## config.mk

```make
export PLATFORM = sky130hd
export DESIGN_NAME = router_output_arbiter
export DESIGN_NICKNAME = d
export VERILOG_FILES = /design/src/rtl/router_pkg.sv /design/src/rtl/router_output_arbiter_picker.sv /design/src/rtl/router_output_arbiter.sv
export SDC_FILE = /design/constraint.sdc
export NUM_CORES = 1
export LEC_CHECK = 0
export ABC_AREA = 0
export BUFFER_PORTS_ARGS = -buffer_cell sky130_fd_sc_hd__buf_4
export CAP_MARGIN = 10
export CORE_AREA = 4 4 128 130
export DETAILED_ROUTE_END_ITERATION = 16
export DIE_AREA = 0 0 132 134
export PLACE_DENSITY = 0.76
export SYNTH_ARGS = -nofsm -noshare
export SYNTH_HDL_FRONTEND = slang
export SYNTH_HIERARCHICAL = 1
export SYNTH_SLANG_ARGS = --single-unit
```

## constraint.sdc

```tcl
create_clock -name clk -period 3.58 [get_ports clk]
set_clock_uncertainty 0.1 [all_clocks]
set_input_delay 0.895 -clock clk [delete_from_list [all_inputs] [get_ports clk]]
set_output_delay 0.895 -clock clk [all_outputs]
set_load 0.01 [all_outputs]
```

## src/rtl/router_pkg.sv

```systemverilog
// Field positions within a router packet, plus the virtual-channel id type.
// Shared by the router, the output channels and the output arbiters.
package router_pkg;

    localparam int VC_BIT          = 63;
    localparam int NORTH_SOUTH_BIT = 62;
    localparam int EAST_WEST_BIT   = 61;
    localparam int HOP_BIT_WIDTH   = 8;
    localparam int Y_HOP_BIT       = 53;
    localparam int X_HOP_BIT       = 45;

    typedef enum logic {
        VC0 = 1'b0,
        VC1 = 1'b1
    } vc_e;

endpackage

```

## src/rtl/router_output_arbiter_picker.sv

```systemverilog
// Combinational round-robin search.
// Returns the first set bit of elig at or after ptr, wrapping around.
module router_rr_picker
    import router_pkg::*;
#(
    parameter  int NUM_REQ = 4,
    localparam int PTR_W   = $clog2(NUM_REQ)
) (
    input  logic [NUM_REQ-1:0] elig,
    input  logic [PTR_W-1:0]   ptr,
    output logic               found,
    output logic [PTR_W-1:0]   idx
);

    logic [PTR_W-1:0] cand;

    // Scan offsets from farthest to nearest so the nearest hit is written last.
    always_comb begin
        found = 1'b0;
        idx   = '0;
        cand  = '0;
        for (int k = NUM_REQ - 1; k >= 0; k--) begin
            cand = PTR_W'((int'(ptr) + k) % NUM_REQ);
            if (elig[cand]) begin
                found = 1'b1;
                idx   = cand;
            end
        end
    end

endmodule

```

## src/rtl/router_output_arbiter.sv

```systemverilog
// Round-robin arbiter and registered mux feeding one router output channel.
// Arbitrates per virtual channel and holds the winning packet while the output is blocked.
module router_output_arbiter #(
    parameter  int NUM_REQ = 4,
    parameter  int DATA_W  = 64,
    parameter  int VC_BIT  = router_pkg::VC_BIT,
    localparam int PTR_W   = $clog2(NUM_REQ)
) (
    input  logic                      clk,
    input  logic                      reset,
    input  logic                      polarity,
    input  logic [NUM_REQ-1:0]        req,
    input  logic [NUM_REQ*DATA_W-1:0] data_in,
    input  logic                      out_blocked,
    output logic [NUM_REQ-1:0]        grant,
    output logic [NUM_REQ-1:0]        consumed,
    output logic                      out_valid,
    output logic [DATA_W-1:0]         data_out
);

    import router_pkg::*;

    logic [NUM_REQ-1:0] elig;
    logic [PTR_W-1:0]   ptr_vc0;
    logic [PTR_W-1:0]   ptr_vc1;
    logic [PTR_W-1:0]   cur_ptr;
    logic [PTR_W-1:0]   next_ptr;
    logic [PTR_W-1:0]   win_idx;
    logic [NUM_REQ-1:0] win_onehot;
    logic [DATA_W-1:0]  win_data;
    logic               found;
    logic               load;
    vc_e                cur_vc;

    // Only requests whose packet belongs to the VC selected by polarity compete.
    for (genvar g = 0; g < NUM_REQ; g++) begin : g_elig
        assign elig[g] = req[g] && (data_in[g*DATA_W + VC_BIT] == polarity);
    end

    assign cur_vc  = vc_e'(polarity);
    assign cur_ptr = (cur_vc == VC1) ? ptr_vc1 : ptr_vc0;
    assign load    = !out_valid || !out_blocked;

    router_rr_picker #(
        .NUM_REQ (NUM_REQ)
    ) u_picker (
        .elig  (elig),
        .ptr   (cur_ptr),
        .found (found),
        .idx   (win_idx)
    );

    assign next_ptr   = (win_idx == PTR_W'(NUM_REQ - 1)) ? '0 : win_idx + 1'b1;
    assign win_onehot = NUM_REQ'(1) << win_idx;

    always_comb begin
        win_data = '0;
        for (int i = 0; i < NUM_REQ; i++) begin
            if (win_idx == PTR_W'(i)) begin
                win_data = data_in[i*DATA_W +: DATA_W];
            end
        end
    end

    // consumed is a single-cycle pulse; everything else holds unless a load happens.
    always_ff @(posedge clk or posedge reset) begin
        if (reset) begin
            grant     <= '0;
            consumed  <= '0;
            out_valid <= 1'b0;
            data_out  <= '0;
            ptr_vc0   <= '0;
            ptr_vc1   <= '0;
        end else begin
            consumed <= '0;
            if (load) begin
                if (found) begin
                    data_out  <= win_data;
                    out_valid <= 1'b1;
                    grant     <= win_onehot;
                    consumed  <= win_onehot;
                    if (cur_vc == VC1) begin
                        ptr_vc1 <= next_ptr;
                    end else begin
                        ptr_vc0 <= next_ptr;
                    end
                end else begin
                    out_valid <= 1'b0;
                    grant     <= '0;
                end
            end
        end
    end

endmodule

```

==> results of run 1 <==
==> area by class of cell <==
type | instances | area (um^2)
flip-flops and latches | 77 | 1927
fillers | 1407 | 6850
multi-input cells | 375 | 2995
inverters | 11 | 42.54
well taps | 188 | 235.2
clock inverters | 4 | 47.55
repair buffers | 359 | 2795
clock buffers | 11 | 252.7
==> layout by cell type (no fill, tap or decap), types with 9 or more instances in the layout <==
master	synthesis	final
sky130_fd_sc_hd__buf_4	5	351
sky130_fd_sc_hd__dfrtp_1	77	77
sky130_fd_sc_hd__nand2_1	74	74
sky130_fd_sc_hd__nand2b_1	58	58
sky130_fd_sc_hd__mux2i_1	57	57
sky130_fd_sc_hd__a31oi_1	56	56
sky130_fd_sc_hd__a221oi_2	45	45
sky130_fd_sc_hd__a221oi_1	19	19
sky130_fd_sc_hd__inv_1	11	10
sky130_fd_sc_hd__clkbuf_16	0	9
==> synthesized netlist by cell type, drive strengths merged <==
cell,n
a211oi,2
a21boi,1
a21o,1
a21oi,9
a221oi,64
a31o,4
a31oi,56
and2,8
and2b,1
buf,48
clkbuf,5
dfrtp,77
ha,4
inv,11
mux2,6
mux2i,57
nand2,75
nand2b,58
nand3b,8
nor2,5
nor2b,1
nor3b,2
o22a,8
xnor2,4
==> critical path: cells and delay by family <==
kind                       cells  cell delay, ns
AOI/OAI and AO/OA              4            0.58
buffers and inverters          5            1.28
muxes                          1            0.39
adders and majority gates      1            0.19
and+or+nand+nor                1            0.15
==> routing by layer <==
metal | GRT usage, % | routed length, um | up-vias
li1 | - | - | 2554
met1 | 25.15 | 7557 | 2561
met2 | 36.52 | 9954 | 224
met3 | 5.814 | 1513 | 39
met4 | 7.643 | 543 | 0
met5 | 0 | 0 | -
==> final timing paths <==
kind	depth (start not counted)	start	slack (ns)	end
worst max register to register	11	ptr_vc1[1]	0.56	data_out[54]
min in group asynchronous	2	reset	0.56	data_out[5]
worst max-delay path	12	polarity	0.17	data_out[54]
max in group asynchronous	3	reset	2.12	data_out[60]
worst min-delay path	1	ptr_vc0[1]	0.39	ptr_vc0[1]
worst min register to register	1	ptr_vc0[1]	0.39	ptr_vc0[1]
==> kinds of logic (layout without fill, tap and decap cells) <==
logic type | count (synthesis) | in the layout | share of synthesized area [%]
and+or+nand+nor | 158 | 159 | 15.35
AOI/OAI and AO/OA | 145 | 145 | 26.30
DFF | 77 | 77 | 36.20
buffers and inverters | 64 | 385 | 8.416
muxes | 63 | 63 | 12.13
adders and majority gates | 4 | 4 | 0.9403
xor gates and xnor gates | 4 | 4 | 0.6581
==> stage by stage <==
stage	area [um^2]	hold WS, ns	total power (W)	util (%)	std cells
6_report	8295	0.3897	0.004964	54.77	1025
5_1_grt	8295	0.4166	0.005288	54.77	1025
4_1_cts	8287	0.3957	0.005000	54.71	1024
3_5_place_dp	7986	0.3825	0.004047	52.73	1009
3_3_place_gp	7986	0.3755	0.003994	52.73	1009
2_1_floorplan	5323	0.3541	0.002927	-	515
==> power breakdown <==
part / internal (W) / switching, W / total, W
combinational: 0.00132 / 0.00126 / 0.00258
sequential: 0.00124 / 0.000205 / 0.00145
clock: 0.000572 / 0.000369 / 0.000942
total: 0.00313 / 0.00183 / 0.00496
==> sequential cells by signal (all words and copies together), names as in the netlist <==
signal     count
grant          4
data_out      64
consumed       4
ptr_vc0        2
out_valid      1
ptr_vc1        2
==> out/results.ini, run 1 <==
[setup_path]
timing.critical_path.cells=buf_4 -> mux2_2 -> nand2b_1 -> a21oi_1 -> a211oi_2 -> buf_4 -> inv_1 -> ha_4 -> buf_4 -> buf_4 -> a221oi_1 -> o22a_1
worst-endpoint-required_ns=3.71
cp_max_stage_cell=sky130_fd_sc_hd__buf_4
cpMostUsedCell=sky130_fd_sc_hd__buf_4
critPathArrivalTime_ns=3.54
path_max_fanout=36
criticalPathCategory=in2reg
start_kind=primary input
critical_path.max_stage_delay_ns=0.44
element_type_at_the_critical_path_end=flip-flop

[grt]
global_route_wire_length_before_repair_um=30130
gr-total-overflow=0
antenna_found_initial=0
largest_net_degree_at_the_start_of_global_routing=70
global_route.usage.total_pct=21.09
number_of_global_route_vias_before_repair=5570

[synthesis]
netlist_instances=515
synth.yosys.seq_area_share_pct=36.20
syn_avg_cell_area_um2=10.34
mappedNetlistNets=783
ys_types=34
yosys_warnings=6
synthDominantAreaCellType=sky130_fd_sc_hd__dfrtp_1
ranking_of_synthesized_cells_by_area=sky130_fd_sc_hd__dfrtp_1 36%, sky130_fd_sc_hd__a221oi_2 13%, sky130_fd_sc_hd__mux2i_1 11%
syn-cell-area_um2=5323
synth_seq_cells=77
yosys.area.top_type_share_pct=36.20

[place]
hpwl_um=14870
port_buffers=336
gp_congestion=0.7978
dp_worst_setup_slack_ns=-0.2058

[cts]
worst_skew_pair.late_latency_ns=0.33
cts_tree=done
clkSlewWorstSetupHoldPaths_ns=0.06
tritoncts.num_buffers=9
cts_max_path_buffers=2
postCtsSetupBuffers=0
cts_htree_levels=3
hold_fix_buffers_cts=0
clockRootBuffer=sky130_fd_sc_hd__clkbuf_16
post_cts.resized_instances=0
tritoncts_num_sinks=77

[finish]
antenna-diode-count=0
final_layout_size_suffix_gt1_share_pct=52.21
syn_to_final_growth_pct=55.85
finish.net_count=1101

[drt]
ant_nets=0
total_length_of_routed_wires_um=19570
dr_total_vias=5378
viasPerCell=5.247
drc_errors=0
drtIter0Drc=237
routed_wire_length_per_instance_um=19.09
detailed_router_iteration_count_before_antenna_repair=4

[sta]
finalSetupViolations=0
report.final.hold_viol_count=0
finalMaxSlewViolations=0
tightestPinTransition_ns=1.016
finalCritPeriodShare_pct=95.29
clock.fmax_ghz=0.2931
rsz0062_at_grt=no
timing.slew.headroom_pct=31.94
post-route-worst-setup-slack_ns=0.1686
setup_tns_ns=0
timing.final.crit_period_ns=3.411

[power]
peakVddDrop_mv=0.2575
power.density_nw_per_um2=598.4
p_leak_nw=3.799

[die]
chip_width_um=132
core_area_um2=15150
dieHeight_um=134
start_util_pct=35.14
io-pin-count=337
die_area_um2=17690
number_of_placement_rows=45

[run_status]
status=complete, no violations

[worst_hold_path]
min-delay-path-class=reg2reg

[run]
max-cap-violations=0

Note: power is estimated with default switching activity, not from simulation.
==> inputs of run 2 (changes only) <==
Settings changed: CORE_AREA 4 4 128 130 to 4 4 129 131, DIE_AREA 0 0 132 134 to 0 0 133 135, PLACE_DENSITY 0.76 to 0.75, SKIP_CTS_REPAIR_TIMING set to 1.
==> run 2 against run 1 <==
Design area barely moved. Sequential share of layout area barely moved. Count of clock-buffer cells in the layout fell by 1. Sequential power barely moved. Setup slack improved by 0.41 ns. Via count fell by 1.4%. Die area rose by 1.5%. Power fell by 0.52%. First-iteration DRC count fell by 27%. Clock power fell by 5.0%. Global-route usage fell by 0.52 points. Critical path type unchanged. Largest cell class unchanged. Highest routed layer unchanged.
==> out/results.ini, run 2 (synthesis gave the netlist of run 1 again) <==
[setup_path]
cpMostUsedCell=sky130_fd_sc_hd__buf_4  ; unchanged
critical_path.max_stage_delay_ns=0.39  ; was 0.44 ns
critPathArrivalTime_ns=3.10  ; was 3.54 ns
worst-endpoint-required_ns=3.67  ; was 3.71 ns
timing.critical_path.from=polarity  ; unchanged
path_max_fanout=35  ; was 36
timing.critical_path.cells=buf_4 -> mux2_2 -> mux2i_1 -> a211oi_2 -> inv_1 -> ha_4 -> buf_12 -> buf_4 -> a221oi_1 -> a31oi_1  ; was buf_4 -> mux2_2 -> nand2b_1 -> a21oi_1 -> a211oi_2 -> buf_4 -> inv_1 -> ha_4 -> buf_4 -> buf_4 -> a221oi_1 -> o22a_1
criticalPathCategory=in2reg  ; unchanged
cp_max_stage_cell=sky130_fd_sc_hd__mux2_2  ; was sky130_fd_sc_hd__buf_4
crit-reg2reg-launch=ptr_vc1[1]  ; unchanged
start_kind=primary input  ; unchanged
element_type_at_the_critical_path_end=flip-flop  ; unchanged

[drt]
routed_wire_length_per_instance_um=18.29  ; was 19.09 um
detailed_router_iteration_count_before_antenna_repair=4  ; unchanged
total_length_of_routed_wires_um=19150  ; was 19,570 um
ant_nets=0  ; unchanged
dr_total_vias=5303  ; was 5,378
viasPerCell=5.065  ; was 5.247
drc_errors=0  ; unchanged
drtIter0Drc=173  ; was 237

[finish]
biggest_registers_after_layout=data_out x64, consumed x4, grant x4  ; unchanged
syn_to_final_growth_pct=55.99  ; was 55.85%
most_common_library_cell_in_the_layout_ignoring_fill_and_taps=sky130_fd_sc_hd__buf_4  ; unchanged
regMostFlops=data_out  ; unchanged
final_layout_size_suffix_gt1_share_pct=51.74  ; was 52.21%
mostFrequentLayoutCells=343 x sky130_fd_sc_hd__buf_4, 77 x sky130_fd_sc_hd__dfrtp_1, 74 x sky130_fd_sc_hd__nand2_1  ; was 351 x sky130_fd_sc_hd__buf_4, 77 x sky130_fd_sc_hd__dfrtp_1, 74 x sky130_fd_sc_hd__nand2_1
finish.net_count=1095  ; was 1,101
nFillCells=1418  ; was 1,407
antenna-diode-count=0  ; unchanged
largest_reg_flops=64  ; unchanged

[sta]
report.final.hold_viol_count=0  ; unchanged
finalMaxSlewViolations=0  ; unchanged
timing.slew.headroom_pct=57.30  ; was 31.94%
setup_tns_ns=0  ; unchanged
finalSetupViolations=0  ; unchanged
clock.fmax_ghz=0.3327  ; was 0.2931 GHz
finalCritPeriodShare_pct=83.96  ; was 95.29%
rsz0062_at_grt=no  ; unchanged
timing.hold.ws_ns=0.3953  ; was 0.3897 ns
timing.final.crit_period_ns=3.006  ; was 3.411 ns
tightestPinTransition_ns=0.6398  ; was 1.016 ns

[grt]
global_route.usage.total_pct=20.57  ; was 21.09%
antenna_found_initial=0  ; unchanged
gr-total-overflow=0  ; unchanged
largest_net_degree_at_the_start_of_global_routing=68  ; was 70
global_route_wire_length_before_repair_um=29560  ; was 30,130 um
number_of_global_route_vias_before_repair=5536  ; was 5,570

[worst_hold_path]
min-delay-path-class=reg2reg  ; unchanged
min_delay_src=ptr_vc0[0]  ; was ptr_vc0[1]

[die]
dieHeight_um=135  ; was 134 um
core_area_um2=15600  ; was 15,150 um^2
number_of_placement_rows=46  ; was 45
die_area_um2=17960  ; was 17,690 um^2
start_util_pct=34.12  ; was 35.14%
io-pin-count=337  ; unchanged
chip_width_um=133  ; was 132 um

[cts]
clockRootBuffer=sky130_fd_sc_hd__clkbuf_16  ; unchanged
tritoncts_num_sinks=77  ; unchanged
clkSlewWorstSetupHoldPaths_ns=0.06  ; about the same
cts_tree=done  ; unchanged
cts_max_path_buffers=2  ; unchanged
tritoncts.num_buffers=9  ; unchanged
cts_htree_levels=3  ; unchanged
worst_skew_pair.late_latency_ns=0.33  ; about the same

[place]
hpwl_um=14410  ; was 14,870 um
gp_congestion=0.7945  ; was 0.7978
port_buffers=336  ; unchanged

[run_status]
status=complete, no violations  ; unchanged

[power]
power.density_nw_per_um2=594.8  ; was 598.4 nW/um^2
p_leak_nw=3.773  ; was 3.799 nW
peakVddDrop_mv=0.3675  ; was 0.2575 mV

[run]
max-cap-violations=0  ; unchanged

-- run 2: worst paths after layout --
check	cells past startpoint	slack, ns	endpoint
worst max register to register	9	0.97	data_out[53]
worst min register to register	1	0.40	ptr_vc0[0]
worst max-delay path	10	0.57	data_out[53]
worst min-delay path	1	0.40	ptr_vc0[0]
max in group asynchronous	3	2.20	consumed[2]
min in group asynchronous	2	0.53	data_out[14]
-- run 2: cell type report --
type	instances	area, um^2	area share [%]
Multi-Input combinational cell	374	2987	35.97
Timing Repair Buffer	354	2795	33.66
Sequential cell	77	1927	23.21
Tap cell	216	270.3	3.255
Clock buffer	10	229.0	2.758
Clock inverter	5	52.55	0.6329
Inverter	11	42.54	0.5124
-- run 2: routing by layer --
layer / GRT usage, % / wire length [um] / up-vias
li1: - / - / 2548
met4: 7.794 / 552 / 0
met2: 35.81 / 9590 / 221
met3: 4.769 / 1207 / 43
met5: 0 / 0 / -
met1: 24.77 / 7801 / 2491
-- run 2: report_power, final --
part           internal, W  switching, W  leakage, nW  total (W)
Clock             0.000533      0.000363        0.138   0.000895
Sequential         0.00124      0.000214        0.904    0.00146
Combinational      0.00133       0.00126         2.73    0.00259
Total              0.00311       0.00183         3.77    0.00494
-- run 2: per-stage QoR --
| stage | std cells | utilization (%) | power, W | area, um^2 | setup WS (ns) |
|---|---|---|---|---|---|
| 2_1_floorplan | 515 | - | 0.002927 | 5323 | 0.3979 |
| 3_3_place_gp | 1032 | 51.43 | 0.004027 | 8021 | 0.3240 |
| 3_5_place_dp | 1032 | 51.43 | 0.004079 | 8021 | 0.2464 |
| 4_1_cts | 1047 | 53.23 | 0.004992 | 8303 | 0.6033 |
| 5_1_grt | 1047 | 53.23 | 0.005266 | 8303 | 0.4356 |
| 6_report | 1047 | 53.23 | 0.004938 | 8303 | 0.5744 |
-- run 2: critical path, delay by kind of cell --
family                   cells  cell delay, ns
AO/OA/AOI/OAI                3            0.73
adder cells (fa/ha/maj)      1            0.22
buffers and inverters        4            0.68
multiplexers                 2            0.53
